[config.mk]
export PLATFORM = sky130hd
export DESIGN_NAME = receiver_uart
export DESIGN_NICKNAME = d
export VERILOG_FILES = /design/src/rtl/receiver_uart_pkg.sv /design/src/rtl/uart_rx_sync.sv /design/src/rtl/receiver_uart.sv
export SDC_FILE = /design/constraint.sdc
export NUM_CORES = 1
export LEC_CHECK = 0
export CORE_MARGIN = 4
export CORE_UTILIZATION = 52
export DETAILED_ROUTE_END_ITERATION = 8
export GPL_TIMING_DRIVEN = 0
export HOLD_SLACK_MARGIN = 0.02
export PLACE_DENSITY_LB_ADDON = 0.12
export SETUP_SLACK_MARGIN = 0.1
export SLEW_MARGIN = 20
export SYNTH_ARGS = -nofsm -noshare
export SYNTH_HDL_FRONTEND = slang
export SYNTH_HIERARCHICAL = 1
export SYNTH_SLANG_ARGS = --single-unit
[constraint.sdc]
create_clock -name i_clk -period 4.35 [get_ports i_clk]
set_input_delay 0.6525 -clock i_clk [delete_from_list [all_inputs] [get_ports i_clk]]
set_output_delay 0.6525 -clock i_clk [all_outputs]
set_load 0.05 [all_outputs]
[src/rtl/receiver_uart_pkg.sv]
// ============================================================================
// Module      : receiver_uart_pkg
// Description : UART 8N1 frame constants, FSM state encoding and baud divider
// Revision    : 1.0
// ============================================================================
`default_nettype none

package receiver_uart_pkg;

    localparam int C_DATA_BITS = 8;
    localparam int C_STOP_BITS = 1;

    typedef enum logic [2:0] {
        WAIT_IDLE = 3'd0,
        IDLE      = 3'd1,
        START     = 3'd2,
        DATA      = 3'd3,
        STOP      = 3'd4
    } uart_state_t;

    // Clocks per bit, rounded to nearest.
    function automatic int uart_div(input int clk_hz, input int baud);
        return (clk_hz + baud / 2) / baud;
    endfunction

endpackage

`default_nettype wire

[src/rtl/uart_rx_sync.sv]
// ============================================================================
// Module      : uart_rx_sync
// Description : Two-flop synchronizer for an asynchronous idle-high input
// Revision    : 1.0
// ============================================================================
`default_nettype none

module uart_rx_sync (
    input  logic i_clk,
    input  logic i_rst,
    input  logic i_async,
    output logic o_sync
);

    logic [1:0] r_sync;

    always_ff @(posedge i_clk) begin
        if (i_rst) begin
            r_sync <= 2'b11;
        end else begin
            r_sync <= {r_sync[0], i_async};
        end
    end

    assign o_sync = r_sync[1];

endmodule

`default_nettype wire

[src/rtl/receiver_uart.sv]
// ============================================================================
// Module      : receiver_uart
// Description : UART 8N1 receiver with a one-byte AXI-stream style output
// Revision    : 1.0
// ============================================================================
`default_nettype none

module receiver_uart
    import receiver_uart_pkg::*;
#(
    parameter int CLK_FREQ_HZ = 16000000,
    parameter int BAUD_RATE   = 57600
) (
    input  logic       i_clk,
    input  logic       i_rst,
    input  logic       i_uart_rx,
    output logic [7:0] o_tdata,
    output logic       o_tvalid,
    input  logic       i_tready,
    output logic       o_frame_err,
    output logic       o_overrun
);

    localparam int C_DIV   = uart_div(CLK_FREQ_HZ, BAUD_RATE);
    localparam int C_HALF  = C_DIV / 2;
    localparam int C_CNT_W = $clog2(C_DIV);
    localparam int C_IDX_W = $clog2(C_DATA_BITS);

    generate
        if (C_DIV < 4) begin : g_div_check
            $error("receiver_uart: clocks per bit must be at least 4");
        end
    endgenerate

    logic                   w_rx_s;
    uart_state_t            r_state;
    uart_state_t            w_state_n;
    logic [C_CNT_W-1:0]     r_cnt;
    logic [C_CNT_W-1:0]     w_cnt_n;
    logic [C_IDX_W-1:0]     r_idx;
    logic [C_IDX_W-1:0]     w_idx_n;
    logic [C_DATA_BITS-1:0] r_shift;
    logic [C_DATA_BITS-1:0] w_shift_n;
    logic [1:0]             r_primed;
    logic                   w_tick;
    logic                   w_deliver;
    logic                   w_frame_err;

    uart_rx_sync u_sync (
        .i_clk   (i_clk),
        .i_rst   (i_rst),
        .i_async (i_uart_rx),
        .o_sync  (w_rx_s)
    );

    assign w_tick = (r_cnt == '0);

    always_comb begin
        w_state_n   = r_state;
        w_cnt_n     = w_tick ? C_CNT_W'(C_DIV - 1) : (r_cnt - 1'b1);
        w_idx_n     = r_idx;
        w_shift_n   = r_shift;
        w_deliver   = 1'b0;
        w_frame_err = 1'b0;
        case (r_state)
            WAIT_IDLE: begin
                // The synchronizer's reset value of 1 is not a real line
                // observation, so wait until it has been flushed.
                if (r_primed[1] && w_rx_s) begin
                    w_state_n = IDLE;
                end
            end
            IDLE: begin
                if (!w_rx_s) begin
                    w_cnt_n   = C_CNT_W'(C_HALF - 1);
                    w_state_n = START;
                end
            end
            START: begin
                if (w_tick) begin
                    if (!w_rx_s) begin
                        w_idx_n   = '0;
                        w_state_n = DATA;
                    end else begin
                        w_state_n = IDLE;
                    end
                end
            end
            DATA: begin
                if (w_tick) begin
                    w_shift_n = {w_rx_s, r_shift[C_DATA_BITS-1:1]};
                    w_idx_n   = r_idx + 1'b1;
                    if (r_idx == C_IDX_W'(C_DATA_BITS - 1)) begin
                        w_state_n = STOP;
                    end
                end
            end
            STOP: begin
                // Leave mid-stop-bit so a back-to-back start edge is caught.
                if (w_tick) begin
                    if (w_rx_s) begin
                        w_deliver = 1'b1;
                        w_state_n = IDLE;
                    end else begin
                        w_frame_err = 1'b1;
                        w_state_n   = WAIT_IDLE;
                    end
                end
            end
            default: begin
                w_state_n = WAIT_IDLE;
            end
        endcase
    end

    always_ff @(posedge i_clk) begin
        if (i_rst) begin
            r_state  <= WAIT_IDLE;
            r_cnt    <= '0;
            r_idx    <= '0;
            r_shift  <= '0;
            r_primed <= '0;
        end else begin
            r_state  <= w_state_n;
            r_cnt    <= w_cnt_n;
            r_idx    <= w_idx_n;
            r_shift  <= w_shift_n;
            r_primed <= {r_primed[0], 1'b1};
        end
    end

    always_ff @(posedge i_clk) begin
        if (i_rst) begin
            o_tdata     <= '0;
            o_tvalid    <= 1'b0;
            o_frame_err <= 1'b0;
            o_overrun   <= 1'b0;
        end else begin
            o_frame_err <= w_frame_err;
            o_overrun   <= 1'b0;
            if (w_deliver) begin
                if (!o_tvalid || i_tready) begin
                    o_tdata  <= r_shift;
                    o_tvalid <= 1'b1;
                end else begin
                    o_overrun <= 1'b1;
                end
            end else if (o_tvalid && i_tready) begin
                o_tvalid <= 1'b0;
            end
        end
    end

endmodule

`default_nettype wire

==> report_table.html, run 1 <==
<table>
<tr><th>Metric</th><th>Value</th></tr>
<tr><th colspan="2">Hold path</th></tr>
<tr><td>Worst hold path stage count</td><td>1</td></tr>
<tr><td>Min-delay src</td><td>u_sync/r_sync[0]$_SDFF_PP1_</td></tr>
<tr><td>Min-Delay Path Class</td><td>reg2reg</td></tr>
<tr><td>Destination of the worst hold path</td><td>u_sync/r_sync[1]$_SDFF_PP1_</td></tr>
<tr><th colspan="2">CTS</th></tr>
<tr><td>TritonCTS clock tree</td><td>done</td></tr>
<tr><td>Sink count of the clock tree</td><td>38</td></tr>
<tr><td>Latest clock arrival within the worst-skew pair</td><td>around 340 ps</td></tr>
<tr><td>Clock buffer count from CTS</td><td>5</td></tr>
<tr><td>Maximum root-to-sink buffer count</td><td>2</td></tr>
<tr><td>Number of buffers inserted by hold repair at cts</td><td>0</td></tr>
<tr><td>Number of gates given a new drive strength after cts</td><td>0</td></tr>
<tr><td>Post-CTS setup buffer count</td><td>0</td></tr>
<tr><td>H-tree levels</td><td>2</td></tr>
<tr><td>CTS Root Cell</td><td>clkbuf_4</td></tr>
<tr><td>Clock-pin slew reported for the worst setup and hold paths after clock tree synthesis</td><td>110 ps</td></tr>
<tr><th colspan="2">Floorplanning</th></tr>
<tr><td>Area of the die</td><td>approximately 3900 um^2</td></tr>
<tr><td>Die span in x</td><td>62.7 um</td></tr>
<tr><td>Effective utilization at floorplan</td><td>55.4%</td></tr>
<tr><td>Die height</td><td>between 60 and 70 um</td></tr>
<tr><td>Core area</td><td>2810 um^2</td></tr>
<tr><td>I/O pin total</td><td>15</td></tr>
<tr><td>Row Count</td><td>19</td></tr>
<tr><th colspan="2">Setup path</th></tr>
<tr><td>Reg2Reg Launch Point</td><td>r_cnt[0]$_SDFF_PP0_</td></tr>
<tr><td>Minimum setup slack among reg-to-reg paths</td><td>2230 ps</td></tr>
<tr><td>Slowest cell on the critical path</td><td>clkdlybuf4s50_1</td></tr>
<tr><td>Worst path cell trace</td><td>clkdlybuf4s50_1</td></tr>
<tr><td>CP max stage delay</td><td>800 ps</td></tr>
<tr><td>Critical path launch point</td><td>o_tdata[7]$_SDFFE_PP0P_</td></tr>
<tr><td>Kind of end point of the critical path</td><td>output pin</td></tr>
<tr><td>Type of the worst setup path</td><td>reg2out</td></tr>
<tr><td>Startpoint kind of the worst setup timing path</td><td>flip-flop</td></tr>
<tr><td>CP max FO</td><td>2</td></tr>
<tr><td>Depth of the worst register-to-register path</td><td>7</td></tr>
<tr><td>Worst path bufs/invs</td><td>1</td></tr>
<tr><td>Top delay family on crit path</td><td>buffers and inverters</td></tr>
<tr><td>Crit Reg-Reg Endpoint</td><td>r_shift[4]$_SDFFE_PP0P_</td></tr>
<tr><td>Data arrival time of the worst path</td><td>1490 ps</td></tr>
<tr><td>Critical Path RT</td><td>3700 ps</td></tr>
<tr><th colspan="2">Pwr</th></tr>
<tr><td>Net switching component of the power</td><td>0.270 mW</td></tr>
<tr><td>Internal</td><td>0.664 mW</td></tr>
<tr><td>Switching part of the total power</td><td>28.9%</td></tr>
<tr><td>Maximum ir drop on the vdd rail</td><td>0.388 mV</td></tr>
<tr><td>Share of power burned in combinational logic</td><td>22.7%</td></tr>
<tr><td>P_leak</td><td>0.682 nW</td></tr>
<tr><td>Clock network fraction of total power</td><td>33.0%</td></tr>
<tr><td>Share of total power in sequential cells</td><td>44.2%</td></tr>
<tr><td>Power per unit of standard cell area</td><td>roughly 510 nW/um^2</td></tr>
<tr><th colspan="2">STA</th></tr>
<tr><td>Sum of negative setup slack</td><td>0 ps</td></tr>
<tr><td>Setup repair after global routing missed its margin</td><td>no</td></tr>
<tr><td>Worst rel slew slack</td><td>61.5%</td></tr>
<tr><td>Post-layout min period</td><td>2140 ps</td></tr>
<tr><td>Count of final setup violators</td><td>0</td></tr>
<tr><td>Final critical-path share of the clock period</td><td>about half</td></tr>
<tr><td>Setup skew after layout</td><td>just under 10 ps</td></tr>
<tr><td>Pin slew with the least headroom to its limit</td><td>569 ps</td></tr>
<tr><td>Maximum clock frequency</td><td>466 MHz</td></tr>
<tr><td>Number of max-slew violations in the final report</td><td>0</td></tr>
<tr><td>Number of failing hold endpoints at the final stage</td><td>0</td></tr>
<tr><th colspan="2">Drt</th></tr>
<tr><td>Number of detailed-route iterations in the first pass</td><td>4</td></tr>
<tr><td>Remaining routing DRC violations</td><td>0</td></tr>
<tr><td>Residual antenna-violating net count after detailed routing</td><td>0</td></tr>
<tr><td>Detailed-route wire length per cell</td><td>13.7 um</td></tr>
<tr><td>Mean number of vias per cell</td><td>roughly 5.6</td></tr>
<tr><td>Routed vias</td><td>1200</td></tr>
<tr><td>Detailed Route Iter0 Violations</td><td>26</td></tr>
<tr><td>DRT Wirelength</td><td>2.96 mm</td></tr>
<tr><th colspan="2">Cells and area</th></tr>
<tr><td>Non-filler cells in the finished layout</td><td>~220</td></tr>
<tr><td>Count of nets after finishing</td><td>roughly 190</td></tr>
<tr><td>Fraction of layout instances using a drive strength above 1</td><td>7.03%</td></tr>
<tr><td>Number of antenna diodes</td><td>0</td></tr>
<tr><td>Area growth syn-to-layout</td><td>18.7%</td></tr>
<tr><th colspan="2">Logic synthesis</th></tr>
<tr><td>Number of flops mapped to enable cells by yosys</td><td>0</td></tr>
<tr><td>Yosys top cell area share</td><td>49.0%</td></tr>
<tr><td>Synthesized netlist cell count</td><td>163</td></tr>
<tr><td>Cell types occupying the most area after synthesis</td><td>dfxtp_1, mux2i_1, nor2_1</td></tr>
<tr><td>Warnings from Yosys</td><td>6</td></tr>
<tr><td>Flop and latch count out of synthesis</td><td>38</td></tr>
<tr><td>Post-synth top flop</td><td>dfxtp_1</td></tr>
<tr><td>Most frequently used cell type in the post-synthesis netlist</td><td>dfxtp_1</td></tr>
<tr><td>Cell type with the highest aggregate area in the netlist</td><td>dfxtp_1</td></tr>
<tr><td>Per-instance average area after synthesis</td><td>9.53 um^2</td></tr>
<tr><td>Count of unique library cells instantiated by Yosys</td><td>36</td></tr>
<tr><td>Commonest cells in the synthesized netlist</td><td>dfxtp_1, nor2_1, mux2i_1, a21oi_1, nand2_1</td></tr>
<tr><td>Post-synthesis cell area</td><td>roughly 1600 um^2</td></tr>
<tr><td>Number of nets in the synthesized netlist</td><td>170</td></tr>
<tr><td>Async set-reset flop share out of synthesis</td><td>0%</td></tr>
<tr><td>Sequential share of the synthesized area</td><td>49.0%</td></tr>
<tr><th colspan="2">GRT</th></tr>
<tr><td>Final global-route overflow total</td><td>0</td></tr>
<tr><td>Global routing usage summed across all routing layers</td><td>16.7%</td></tr>
<tr><td>Antenna violations before repair</td><td>0</td></tr>
<tr><td>Wire length of the first global-routing pass</td><td>5.18 mm</td></tr>
<tr><td>Via count of the first global-routing pass</td><td>between 1000 and 1500</td></tr>
<tr><td>Largest net degree at the start of global routing</td><td>13</td></tr>
<tr><th colspan="2">Place</th></tr>
<tr><td>Placed wire-length estimate</td><td>2.19 mm</td></tr>
<tr><td>Number of buffers inserted by port buffering</td><td>14</td></tr>
<tr><td>Inst Count DP</td><td>208</td></tr>
<tr><td>RD Place Congestion</td><td>0.901</td></tr>
<tr><th colspan="2">Flow run</th></tr>
<tr><td>Number of maximum-capacitance violations</td><td>0</td></tr>
<tr><th colspan="2">Outcome</th></tr>
<tr><td>Run status</td><td>complete, no violations</td></tr>
</table>
## kinds of logic (layout without fill, tap and decap cells)
kind of cell,Yosys count,after routing,synth area share [%]
buffers and inverters,13,35,3.78
XOR/XNOR,4,4,2.25
AND/OR/NAND/NOR,64,64,22.5
multiplexers,16,16,10.3
AO/OA/AOI/OAI,25,25,9.82
flip-flops,38,38,49.0
adder cells (fa/ha/maj),3,3,2.42
## sequential cells by signal (all words and copies together) (netlist names)
| signal | count |
|---|---|
| r_primed | 2 |
| r_state | 3 |
| o_frame_err | 1 |
| r_shift | 8 |
| u_sync/r_sync | 2 |
| o_tdata | 8 |
| o_overrun | 1 |
| o_tvalid | 1 |
| r_idx | 3 |
| r_cnt | 9 |
## layout make-up
| cell class | instances | area, um^2 |
|---|---|---|
| fill | 248 | 961 |
| sequential | 38 | 761 |
| multi-input combinational | 112 | 734 |
| timing repair buffer | 14 | 140 |
| clock inverter | 2 | 60.1 |
| clock buffer | 6 | 51.3 |
| buffer | 8 | 40.0 |
| tap | 31 | 38.8 |
| inverter | 5 | 18.8 |
## how the worst max path moves through the flow
stage,endpoint,slack (ps),cells past startpoint
3_3_place_gp,o_tdata[5]$_SDFFE_PP0P_,2130,4
4_1_cts,o_tdata[7],2180,1
3_5_place_dp,o_tdata[6]$_SDFFE_PP0P_,2120,4
2_1_floorplan,o_tdata[0]$_SDFFE_PP0P_,2470,8
6_report,o_tdata[7],2210,1
5_1_grt,r_shift[1]$_SDFFE_PP0P_,2110,7
## per-stage QoR
stage / power (mW) / hold WS [ps] / area [um^2] / setup slack [ps] / utilization (%)
floorplan: 0.582 / 383 / 1550 / 2470 / -
global placement: 0.623 / 394 / 1730 / 2130 / 61.8
detailed placement: 0.631 / 404 / 1730 / 2120 / 61.8
CTS: 0.942 / 429 / 1840 / 2180 / 65.7
global route: 1.00 / 439 / 1840 / 2110 / 65.7
finish: 0.933 / 422 / 1840 / 2210 / 65.7
## power groups by stage
| stage | clock, mW | sequential (mW) | combinational (mW) |
|---|---|---|---|
| 2_1_floorplan | 0 | 0.412 | 0.170 |
| 3_3_place_gp | 0 | 0.417 | 0.206 |
| 3_5_place_dp | 0 | 0.420 | 0.211 |
| 4_1_cts | 0.315 | 0.412 | 0.215 |
| 5_1_grt | 0.337 | 0.420 | 0.243 |
| 6_report | 0.308 | 0.413 | 0.212 |
## cell usage in the layout (no fill, tap or decap), types with 2 or more instances in the layout
master	n
nand2b_1	6
a21oi_1	12
o31ai_1	3
ha_1	3
clkbuf_1	5
dfxtp_1	38
o21ai_0	3
nor4_1	2
nor3_1	3
nor4b_1	2
or2_1	2
a22oi_1	2
nand2_1	8
nor2_1	26
buf_2	2
nor2b_1	2
clkdlybuf4s50_1	14
bufinv_16	2
mux2i_1	16
xor2_1	3
nand3_1	4
inv_1	5
clkbuf_4	5
## layer usage
| layer | GRT usage, % | routed length (um) | vias to the layer above |
|---|---|---|---|
| met5 | 0 | 0 | - |
| met4 | 5.79 | 48 | 0 |
| met3 | 6.12 | 108 | 5 |
| met2 | 27.8 | 1470 | 16 |
| met1 | 19.6 | 1330 | 570 |
| li1 | - | - | 609 |
Note: power is estimated with default switching activity, not from simulation.
==> run 2: changes to the inputs <==
--- a/config.mk
+++ b/config.mk
@@ -6,7 +6,7 @@
 export NUM_CORES = 1
 export LEC_CHECK = 0
 export CORE_MARGIN = 4
-export CORE_UTILIZATION = 52
+export CORE_UTILIZATION = 50
 export DETAILED_ROUTE_END_ITERATION = 8
 export GPL_TIMING_DRIVEN = 0
 export HOLD_SLACK_MARGIN = 0.02
==> constraint.sdc (replaced) <==
create_clock -name i_clk -period 1.85 [get_ports i_clk]
set_input_delay 0.2775 -clock i_clk [delete_from_list [all_inputs] [get_ports i_clk]]
set_output_delay 0.2775 -clock i_clk [all_outputs]
set_load 0.05 [all_outputs]
==> run 2 against run 1 <==
  * The run now ends with setup timing left
  * Count of clock-buffer cells in the layout rose by 1
  * Hold slack about the same
  * Critical path depth is 7 higher
  * Global-route usage rose by 0.78 points
  * Die area increased by 3.5%
  * Sequential power increased by 140%
  * Design area is 7.1% higher
  * Sequential cell count unchanged
  * Sequential share of layout area fell by 2.6 points
  * Cell count up 2.8%
  * Via count grew 4.7%
  * Largest cell class is now multi-input combinational cells
==> report_table.html, run 2 (synthesized netlist as in run 1, its figures left out) <==
<table>
<tr><th>Metric</th><th>Value</th></tr>
<tr><th colspan="2">Drt</th></tr>
<tr><td>Detailed Route Iter0 Violations</td><td>71 (+170%)</td></tr>
<tr><td>Met3 WL</td><td>93 um (-14%)</td></tr>
<tr><td>Remaining routing DRC violations</td><td>0 (unchanged)</td></tr>
<tr><td>Top Metal Used</td><td>met4</td></tr>
<tr><td>Routed vias</td><td>1256 (+4.7%)</td></tr>
<tr><td>Number of detailed-route iterations in the first pass</td><td>4 (unchanged)</td></tr>
<tr><td>Mean number of vias per cell</td><td>5.66 (+1.8%)</td></tr>
<tr><td>Residual antenna-violating net count after detailed routing</td><td>0 (unchanged)</td></tr>
<tr><td>Detailed-route wire length per cell</td><td>15.1 um (+10%)</td></tr>
<tr><td>DRT Wirelength</td><td>3.35 mm (+13%)</td></tr>
<tr><td>Met2 Wirelength</td><td>1.72 mm (+17%)</td></tr>
<tr><td>Length of routed wiring on met1</td><td>1.49 mm (+12%)</td></tr>
<tr><th colspan="2">CTS</th></tr>
<tr><td>Latest clock arrival within the worst-skew pair</td><td>330 ps (about the same)</td></tr>
<tr><td>Clock buffer count from CTS</td><td>5 (unchanged)</td></tr>
<tr><td>TritonCTS clock tree</td><td>done</td></tr>
<tr><td>Sink count of the clock tree</td><td>38 (unchanged)</td></tr>
<tr><td>Clock-pin slew reported for the worst setup and hold paths after clock tree synthesis</td><td>100 ps (about the same)</td></tr>
<tr><td>CTS Root Cell</td><td>clkbuf_4</td></tr>
<tr><td>H-tree levels</td><td>2 (unchanged)</td></tr>
<tr><td>Maximum root-to-sink buffer count</td><td>2 (unchanged)</td></tr>
<tr><th colspan="2">Hold path</th></tr>
<tr><td>Destination of the worst hold path</td><td>u_sync/r_sync[1]$_SDFF_PP1_</td></tr>
<tr><td>Min-Delay Path Class</td><td>reg2reg</td></tr>
<tr><td>Min-delay src</td><td>u_sync/r_sync[0]$_SDFF_PP1_</td></tr>
<tr><td>Worst hold path stage count</td><td>1 (unchanged)</td></tr>
<tr><th colspan="2">STA</th></tr>
<tr><td>Number of failing hold endpoints at the final stage</td><td>0 (unchanged)</td></tr>
<tr><td>Post-route worst hold slack</td><td>422 ps (+0.204 ps)</td></tr>
<tr><td>Setup skew after layout</td><td>3.85 ps (-6.03 ps)</td></tr>
<tr><td>Least setup slack across all paths after layout</td><td>-143 ps (-2350 ps)</td></tr>
<tr><td>Post-layout min period</td><td>1990 ps</td></tr>
<tr><td>Count of final setup violators</td><td>8 (+8)</td></tr>
<tr><td>Final critical-path share of the clock period</td><td>108%</td></tr>
<tr><td>Pin slew with the least headroom to its limit</td><td>506 ps (-63.2 ps)</td></tr>
<tr><td>Number of max-slew violations in the final report</td><td>0 (unchanged)</td></tr>
<tr><td>Maximum clock frequency</td><td>~500 MHz</td></tr>
<tr><td>Worst rel slew slack</td><td>66.3% (+4.7 points)</td></tr>
<tr><td>Setup repair after global routing missed its margin</td><td>yes</td></tr>
<tr><th colspan="2">GRT</th></tr>
<tr><td>Global routing usage summed across all routing layers</td><td>17.5% (+0.78 points)</td></tr>
<tr><td>Antenna violations before repair</td><td>0 (unchanged)</td></tr>
<tr><td>Final global-route overflow total</td><td>0 (unchanged)</td></tr>
<tr><td>Wire length of the first global-routing pass</td><td>5.52 mm (+6.5%)</td></tr>
<tr><td>Largest net degree at the start of global routing</td><td>12 (-1)</td></tr>
<tr><td>Via count of the first global-routing pass</td><td>1222 (+5.7%)</td></tr>
<tr><th colspan="2">Setup path</th></tr>
<tr><td>Critical Path RT</td><td>2060 ps (-1640 ps)</td></tr>
<tr><td>Data arrival time of the worst path</td><td>2210 ps (+720 ps)</td></tr>
<tr><td>Most common cell on crit path</td><td>buf_6</td></tr>
<tr><td>Worst path cell trace</td><td>inv_2, ha_4, or4b_4, buf_6, nor4b_4, buf_6, mux2i_1, nor2_1</td></tr>
<tr><td>Crit Reg-Reg Endpoint</td><td>o_tdata[2]$_SDFFE_PP0P_</td></tr>
<tr><td>Startpoint kind of the worst setup timing path</td><td>flip-flop</td></tr>
<tr><td>Reg2Reg Launch Point</td><td>r_cnt[0]$_SDFF_PP0_</td></tr>
<tr><td>Top delay family on crit path</td><td>simple AND/OR/NAND/NOR gates</td></tr>
<tr><td>Type of the worst setup path</td><td>reg2reg</td></tr>
<tr><td>Worst path bufs/invs</td><td>3 (+2)</td></tr>
<tr><td>Kind of end point of the critical path</td><td>flip-flop</td></tr>
<tr><td>Depth of the worst register-to-register path</td><td>8 (+1)</td></tr>
<tr><td>Slowest cell on the critical path</td><td>or4b_4</td></tr>
<tr><td>CP max stage delay</td><td>450 ps (-350 ps)</td></tr>
<tr><td>CP max FO</td><td>8 (+6)</td></tr>
<tr><td>Minimum setup slack among reg-to-reg paths</td><td>-140 ps (-2370 ps)</td></tr>
<tr><th colspan="2">Place</th></tr>
<tr><td>Placed wire-length estimate</td><td>2.19 mm (-0.10%)</td></tr>
<tr><td>Number of buffers inserted by port buffering</td><td>14 (unchanged)</td></tr>
<tr><td>RD Place Congestion</td><td>0.862 (-4.3%)</td></tr>
<tr><td>DP Worst Slack</td><td>-135 ps (-2260 ps)</td></tr>
<tr><th colspan="2">Floorplanning</th></tr>
<tr><td>I/O pin total</td><td>15 (unchanged)</td></tr>
<tr><td>Row Count</td><td>19 (unchanged)</td></tr>
<tr><td>Die span in x</td><td>63.8 um (+1.7%)</td></tr>
<tr><td>Effective utilization at floorplan</td><td>54.5% (-0.92 points)</td></tr>
<tr><td>Core area</td><td>2850 um^2 (+1.7%)</td></tr>
<tr><td>Area of the die</td><td>4060 um^2 (+3.5%)</td></tr>
<tr><td>Die height</td><td>63.8 um (+1.7%)</td></tr>
<tr><th colspan="2">Cells and area</th></tr>
<tr><td>Fraction of layout instances using a drive strength above 1</td><td>20.4% (+13 points)</td></tr>
<tr><td>Area growth syn-to-layout</td><td>27.1%</td></tr>
<tr><td>Number of flip-flops in the largest register</td><td>9 (unchanged)</td></tr>
<tr><td>Most frequent cells in the layout</td><td>dfxtp_1, nor2_1, mux2i_1, a21oi_1, dlygate4sd2_1</td></tr>
<tr><td>Leading registers by flop count</td><td>r_cnt (9), o_tdata (8), r_shift (8)</td></tr>
<tr><td>Core occupancy in the finished layout</td><td>69.3% (+3.5 points)</td></tr>
<tr><td>Number of antenna diodes</td><td>0 (unchanged)</td></tr>
<tr><td>Count of nets after finishing</td><td>197 (+3.1%)</td></tr>
<tr><td>Most frequent standard cell in the layout excluding fill and tap cells</td><td>dfxtp_1</td></tr>
<tr><td>Register containing the most flip-flops in the final layout</td><td>r_cnt</td></tr>
<tr><th colspan="2">Pwr</th></tr>
<tr><td>Internal</td><td>1.42 mW (+110%)</td></tr>
<tr><td>P_leak</td><td>0.793 nW (+16%)</td></tr>
<tr><td>Net switching component of the power</td><td>0.734 mW (+170%)</td></tr>
<tr><td>Power per unit of standard cell area</td><td>1090 nW/um^2 (+120%)</td></tr>
<tr><td>Switching part of the total power</td><td>34.1% (+5.2 points)</td></tr>
<tr><td>Clock network fraction of total power</td><td>20.4% (-13 points)</td></tr>
<tr><td>Final total power</td><td>2.15 mW (+130%)</td></tr>
<tr><td>Maximum ir drop on the vdd rail</td><td>0.566 mV (+46%)</td></tr>
<tr><td>Share of power burned in combinational logic</td><td>33.1% (+10 points)</td></tr>
<tr><td>Share of total power in sequential cells</td><td>46.5% (+2.3 points)</td></tr>
<tr><th colspan="2">Flow run</th></tr>
<tr><td>Number of maximum-capacitance violations</td><td>0 (unchanged)</td></tr>
<tr><th colspan="2">Outcome</th></tr>
<tr><td>Violations in the final reports</td><td>setup timing</td></tr>
<tr><td>Run status</td><td>finished, violations left</td></tr>
</table>
## run 2: area by class of cell
type,count,area [um^2]
clock buffers,7,55.1
plain buffers,8,62.6
multi-input cells,112,836
flip-flops and latches,38,763
clock inverters,1,5.00
inverters,5,18.8
fillers,223,877
repair buffers,20,196
well taps,31,38.8
## run 2: timing repair
item | CTS | global route
buffers inserted | 3 | 4
hold buffers | 0 | 0
pin swaps | 4 | 10
gates resized for setup | 21 | 15
endpoints found under the setup margin | 34 | 31
cloned | 0 | 1
## run 2: per-layer routing
| layer | up-vias | global-route usage (%) |
|---|---|---|
| met5 | - | 0 |
| met2 | 22 | 28.9 |
| li1 | 629 | - |
| met4 | 0 | 8.36 |
| met1 | 601 | 21.1 |
| met3 | 4 | 4.55 |
## run 2: worst max-delay path by stage
stage	start	to	slack, ps	cells after the start
2_1_floorplan	r_cnt[1]$_SDFF_PP0_	o_tdata[0]$_SDFFE_PP0P_	5	8
3_3_place_gp	r_cnt[1]$_SDFF_PP0_	r_shift[5]$_SDFFE_PP0P_	-170	7
3_5_place_dp	r_cnt[1]$_SDFF_PP0_	r_shift[7]$_SDFFE_PP0P_	-140	7
4_1_cts	r_cnt[0]$_SDFF_PP0_	o_tdata[5]$_SDFFE_PP0P_	-130	8
5_1_grt	r_cnt[0]$_SDFF_PP0_	o_tdata[2]$_SDFFE_PP0P_	-250	8
6_report	r_cnt[0]$_SDFF_PP0_	o_tdata[2]$_SDFFE_PP0P_	-140	8
## run 2: power by group through the flow
stage               combinational [mW]  sequential, mW  clock [mW]
finish                           0.712            1.00       0.439
global route                     0.794            1.01       0.495
detailed placement               0.546           0.993           0
global placement                 0.534           0.986           0
floorplan                        0.448           0.976           0
CTS                              0.661           0.991       0.447
## run 2: per-stage QoR
step | TNS, ps | instances | instance area (um^2)
floorplan | 0 | 163 | 1580
global placement | -1800 | 208 | 1760
detailed placement | -1840 | 208 | 1760
CTS | -785 | 219 | 1880
global route | -1480 | 222 | 1980
finish | -691 | 222 | 1980
